### src/rtl/inst_fetch.sv
// Instruction-fetch stage feeding the PC register and decode.
// Fetches the word at pc_addr through a req/ack port, holds it in ir until
// decode takes it, then pulses enable_fetch so the PC advances. A branch
// instruction gets three pulses with no refetch in between, so the PC can
// count out the branch while it reads the same ir.
module inst_fetch #(
    parameter int ADDR_WIDTH = 10,
    parameter int MEM_SIZE   = 1024,
    parameter int TIMEOUT    = 16
) (
    input  logic                  clk,
    input  logic                  rst,
    input  logic [ADDR_WIDTH-1:0] pc_addr,
    output logic                  enable_fetch,
    output logic                  im_req,
    output logic [ADDR_WIDTH-1:0] im_addr,
    input  logic [31:0]           im_rdata,
    input  logic                  im_ack,
    output logic [31:0]           ir,
    output logic                  ir_valid,
    input  logic                  id_ready,
    output logic                  done,
    output logic                  err_timeout
);

    localparam int TO_W = (TIMEOUT > 1) ? $clog2(TIMEOUT) : 1;
    localparam logic [TO_W-1:0]       TO_MAX    = TO_W'(TIMEOUT - 1);
    localparam logic [ADDR_WIDTH-1:0] PC_PRIME  = ADDR_WIDTH'(MEM_SIZE - 1);
    localparam logic [ADDR_WIDTH-1:0] PC_END    = ADDR_WIDTH'(MEM_SIZE - 2);
    localparam logic [5:0]            BR_OPCODE = 6'b100110;

    typedef enum logic [2:0] {
        IDLE   = 3'd0,
        REQ    = 3'd1,
        HOLD   = 3'd2,
        PULSE  = 3'd3,
        SETTLE = 3'd4,
        STOP   = 3'd5
    } state_t;

    state_t                state_reg, state_next;
    logic [31:0]           ir_reg, ir_next;
    logic                  ir_valid_reg, ir_valid_next;
    logic [1:0]            br_cnt_reg, br_cnt_next;
    logic [TO_W-1:0]       to_cnt_reg, to_cnt_next;
    logic                  err_reg, err_next;
    logic [ADDR_WIDTH-1:0] im_addr_reg, im_addr_next;
    logic                  enable_fetch_reg;
    logic                  im_req_reg;
    logic                  done_reg;
    logic                  is_br;

    assign is_br = (ir_reg[30:25] == BR_OPCODE);

    // Next-state and datapath decisions; strobe outputs follow the next state
    always_comb begin
        state_next    = state_reg;
        ir_next       = ir_reg;
        ir_valid_next = ir_valid_reg;
        br_cnt_next   = br_cnt_reg;
        to_cnt_next   = to_cnt_reg;
        err_next      = err_reg;
        im_addr_next  = im_addr_reg;

        case (state_reg)
            IDLE: begin
                if (pc_addr == PC_END) begin
                    state_next = STOP;
                end else if (pc_addr == PC_PRIME) begin
                    // PC still at its reset value: one pulse wraps it to 0
                    state_next = PULSE;
                end else begin
                    state_next = REQ;
                end
            end
            REQ: begin
                if (im_ack) begin
                    ir_next       = im_rdata;
                    ir_valid_next = 1'b1;
                    br_cnt_next   = 2'd0;
                    state_next    = HOLD;
                end else if (to_cnt_reg == TO_MAX) begin
                    // Drop the request for one cycle, then retry via IDLE
                    err_next   = 1'b1;
                    state_next = IDLE;
                end else begin
                    to_cnt_next = to_cnt_reg + 1'b1;
                end
            end
            HOLD: begin
                if (id_ready) begin
                    ir_valid_next = 1'b0;
                    state_next    = PULSE;
                end
            end
            PULSE: begin
                if (is_br && (br_cnt_reg != 2'd3)) begin
                    br_cnt_next = br_cnt_reg + 2'd1;
                end
                state_next = SETTLE;
            end
            SETTLE: begin
                // pc_addr has moved on the falling edge of the PULSE cycle
                if (is_br && (br_cnt_reg < 2'd3)) begin
                    state_next = PULSE;
                end else if (pc_addr == PC_END) begin
                    state_next = STOP;
                end else begin
                    state_next = REQ;
                end
            end
            STOP: begin
                state_next = STOP;
            end
            default: begin
                state_next = IDLE;
            end
        endcase

        // Every fresh entry into REQ latches the address and restarts the timer
        if ((state_next == REQ) && (state_reg != REQ)) begin
            im_addr_next = pc_addr;
            to_cnt_next  = '0;
        end
    end

    // State and output registers; async active-low clear abandons any read
    always_ff @(posedge clk or negedge rst) begin
        if (!rst) begin
            state_reg        <= IDLE;
            ir_reg           <= '0;
            ir_valid_reg     <= 1'b0;
            br_cnt_reg       <= 2'd0;
            to_cnt_reg       <= '0;
            err_reg          <= 1'b0;
            im_addr_reg      <= '0;
            enable_fetch_reg <= 1'b0;
            im_req_reg       <= 1'b0;
            done_reg         <= 1'b0;
        end else begin
            state_reg        <= state_next;
            ir_reg           <= ir_next;
            ir_valid_reg     <= ir_valid_next;
            br_cnt_reg       <= br_cnt_next;
            to_cnt_reg       <= to_cnt_next;
            err_reg          <= err_next;
            im_addr_reg      <= im_addr_next;
            enable_fetch_reg <= (state_next == PULSE);
            im_req_reg       <= (state_next == REQ);
            done_reg         <= (state_next == STOP);
        end
    end

    assign enable_fetch = enable_fetch_reg;
    assign im_req       = im_req_reg;
    assign im_addr      = im_addr_reg;
    assign ir           = ir_reg;
    assign ir_valid     = ir_valid_reg;
    assign done         = done_reg;
    assign err_timeout  = err_reg;

endmodule

### config.mk
export PLATFORM = sky130hd
export DESIGN_NAME = inst_fetch
export DESIGN_NICKNAME = d
export VERILOG_FILES = /design/src/rtl/inst_fetch.sv
export SDC_FILE = /design/constraint.sdc
export NUM_CORES = 1
export LEC_CHECK = 0
export ABC_AREA = 1
export CAP_MARGIN = 20
export CORE_ASPECT_RATIO = 0.75
export CORE_MARGIN = 2
export CORE_UTILIZATION = 30
export DETAILED_ROUTE_END_ITERATION = 16
export PLACE_DENSITY = 0.71
export SETUP_SLACK_MARGIN = 0.02
export SYNTH_ARGS = -nofsm -noshare
export SYNTH_HDL_FRONTEND = slang
export SYNTH_SLANG_ARGS = --single-unit
### constraint.sdc
create_clock -name clk -period 3.28 [get_ports clk]
set_clock_uncertainty 0.15 [all_clocks]
set_input_delay 0.656 -clock clk [delete_from_list [all_inputs] [get_ports clk]]
set_output_delay 0.656 -clock clk [all_outputs]
set_load 0.01 [all_outputs]
==> summary.md <==
| Metric | Value |
|---|---|
| Yosys reg bits | `56` |
| Mapped Area | `between 2000 and 2500 um^2` |
| Detail Route Antenna Nets | `0` |
| Pwr/cell area | `between 800 and 900 nW/um^2` |
| Required @ worst endpoint | `around 3300 ps` |
| Resize count post-CTS | `0` |
| Ant diodes | `0` |
| Syn Inst Count | `279` |
| Final Slew Violations | `0` |
| Die height | `between 80 and 90 um` |
| I/O pins | `a little over 90` |
| Status | `finished, final reports clean` |
| Final std cells w/o fill | `about 480` |
| First-pass GRT wire length | `roughly 10 mm` |
| CTS Buf Count | `5` |
| Hold WC Path Type | `primary input to asynchronous set/reset pin` |
| Area Growth Syn to Fin | `47.4%` |
| Drt total wl | `about 5.9 mm` |
| Post-Syn Nets | `327` |
| Commonest cells post-synth | `140 x nand2_1, 56 x dfrtp_1, 20 x inv_1, 10 x nand4_1, 9 x nor2_1` |
| Vias in the first global route | `around 2100` |
| Yosys top cell by area | `dfrtp_1` |
| Final #Nets | `421` |
| Avg Cell Area, Syn | `8.56 um^2` |
| Core area | `about 8000 um^2` |
| # H-tree levels | `2` |
| CP Buf/Inv Count | `2` |
| Cell count after placement | `471` |
| Sequential cell area fraction in the yosys report | `0.587` |
| Largest register FFs | `32` |
| Rows | `28` |
| Initial DRT Pass Iterations | `4` |
| Via count | `roughly 2100` |
| Warnings, synthesis | `0` |
| Postcts setup bufs | `0` |
| CP Capture Type | `flop` |
| Gpl congestion | `0.827` |
| Synth area leaders | `dfrtp_1 59%, nand2_1 22%, inv_1 3.1%` |
| Starting Density | `0.306` |
| Critical Path Max Stage Delay | `420 ps` |
| Slew @ Worst Pin | `792 ps` |
| Final hold viol count | `0` |
| CP startpoint kind | `primary input` |
| Arrival @ worst endpoint | `about 2300 ps` |
| Fin Setup TNS | `0 ps` |
| Initial drt markers | `63` |
| Die width | `107 um` |
| RSZ-0062 raised after global routing | `false` |
| Async SR Flop Fraction | `1.00` |
| Share of layout cells above drive strength 1 | `0.0561` |
| CP top delay family | `simple AND/OR/NAND/NOR gates` |
| Crit path max fanout | `13` |
| # clock sinks | `56` |
| DPL Wire Length | `~4.5 mm` |
| Area share of the leading cell type in the synthesized netlist | `0.587` |
| Tcrit/Tclk final | `0.682` |
| Final setup fails | `0` |
| Static Leak | `~1.8 nW` |
| F_max | `between 0.4 and 0.5 GHz` |
| Post-route DRC | `0` |
| Worst VDD drop | `around 0.32 mV` |
| Final min period | `approximately 2200 ps` |
| Fillers | `around 760` |
| Slowest stage cell, crit path | `clkdlybuf4s50_1` |
| Placed cell area | `3430 um^2` |
| Crit path cell chain | `clkdlybuf4s50_1 > inv_1 > nand3_1 > nor2_4 > nor2_2 > nor2_4 > nand3_2 > nand2_1 > nand2_1` |
| Post-CTS Hold Fix Bufs | `0` |
| Cell variety after synth | `26` |
| Post-DR vias/cell | `approximately 4.3` |
| PortBufs | `92` |
| Die Footprint | `between 8000 and 9000 um^2` |
| CTS tree | `done` |
| GRT overflow | `0` |
| Gr usage total | `0.143` |
| Critical path class | `primary input to flop` |
| Clock Latency Late Sink | `just over 300 ps` |
| Most frequent cell after synthesis | `nand2_1` |
| Synth Flop Type | `dfrtp_1` |
| Number of synthesized flops with an enable pin | `0` |
| Buffer depth of the longest clock path | `2` |
| DR WL/cell | `~12 um` |
| Slew headroom | `0.472` |
| Largest net degree at the start of global routing | `37` |
| Clock transition at path regs | `100 ps` |
| Initial antenna violation count | `0` |
| Root Buffer | `clkbuf_8` |
| Max cap viols | `0` |
| Final Cell Area | `roughly 3500 um^2` |
==> layer usage <==
| metal | vias to the layer above | track usage | routed length, um |
|---|---|---|---|
| met2 | 60 | 0.239 | 2780 |
| met3 | 8 | 0.0433 | 394 |
| met1 | 962 | 0.179 | 2630 |
| met5 | - | 0 | 0 |
| met4 | 0 | 0.0468 | 77 |
| li1 | 1045 | - | - |
==> cells in the final DEF, fill, tap and decap left out, drive strengths merged <==
cell           instances
nand2                140
clkdlybuf4s50         91
dfrtp                 56
inv                   21
nor2                  14
nand4                 10
nand3                 10
clkbuf                 8
buf                    6
o21ai                  5
nand3b                 2
xor2                   2
ha                     2
nor3                   1
a21oi                  1
or2                    1
o21a                   1
and3                   1
o31ai                  1
xnor2                  1
==> area by class of cell <==
type | count | area (um^2) | share of cell area
inverter | 21 | 78.8 | 0.0224
multi-input combinational | 192 | 865 | 0.246
tap | 105 | 131 | 0.0373
timing repair buffer | 97 | 953 | 0.271
clock buffer | 8 | 90.1 | 0.0256
sequential | 56 | 1400 | 0.398
==> path summary, 6_finish.rpt <==
check,from,end,slack (ps),depth (start not counted)
max,im_ack,im_addr[5],1040,9
min,rst,to_cnt_reg[1],270,1
max reg2reg,state_reg[1],br_cnt_reg[0],1150,9
min reg2reg,err_timeout,err_timeout,320,2
max in group asynchronous,rst,ir[31],1920,2
min in group clk,err_timeout,err_timeout,320,2
==> kinds of logic after synthesis <==
logic type | synth area share
xor+xnor | 0.0110
compound gates | 0.0189
flops | 0.587
fa+ha+maj | 0.0105
simple gates | 0.322
buf+inv | 0.0513
==> power breakdown <==
group	switching, mW	internal [mW]	leakage [nW]
registers	0.195	1.00	0.699
clock network	0.208	0.173	0.0455
logic	0.818	0.754	1.01
total	1.22	1.93	1.75
==> metrics by stage <==
stage | setup WS, ps | utilization | hold slack, ps | power (mW)
6_report | 1040 | 0.451 | 272 | 3.15
5_1_grt | 879 | 0.451 | 335 | 3.44
3_5_place_dp | 705 | 0.439 | 304 | 2.80
3_3_place_gp | 751 | 0.439 | 299 | 2.75
2_1_floorplan | 1460 | - | 210 | 2.01
4_1_cts | 1040 | 0.451 | 305 | 3.20
Note: power is estimated with default switching activity, not from simulation.
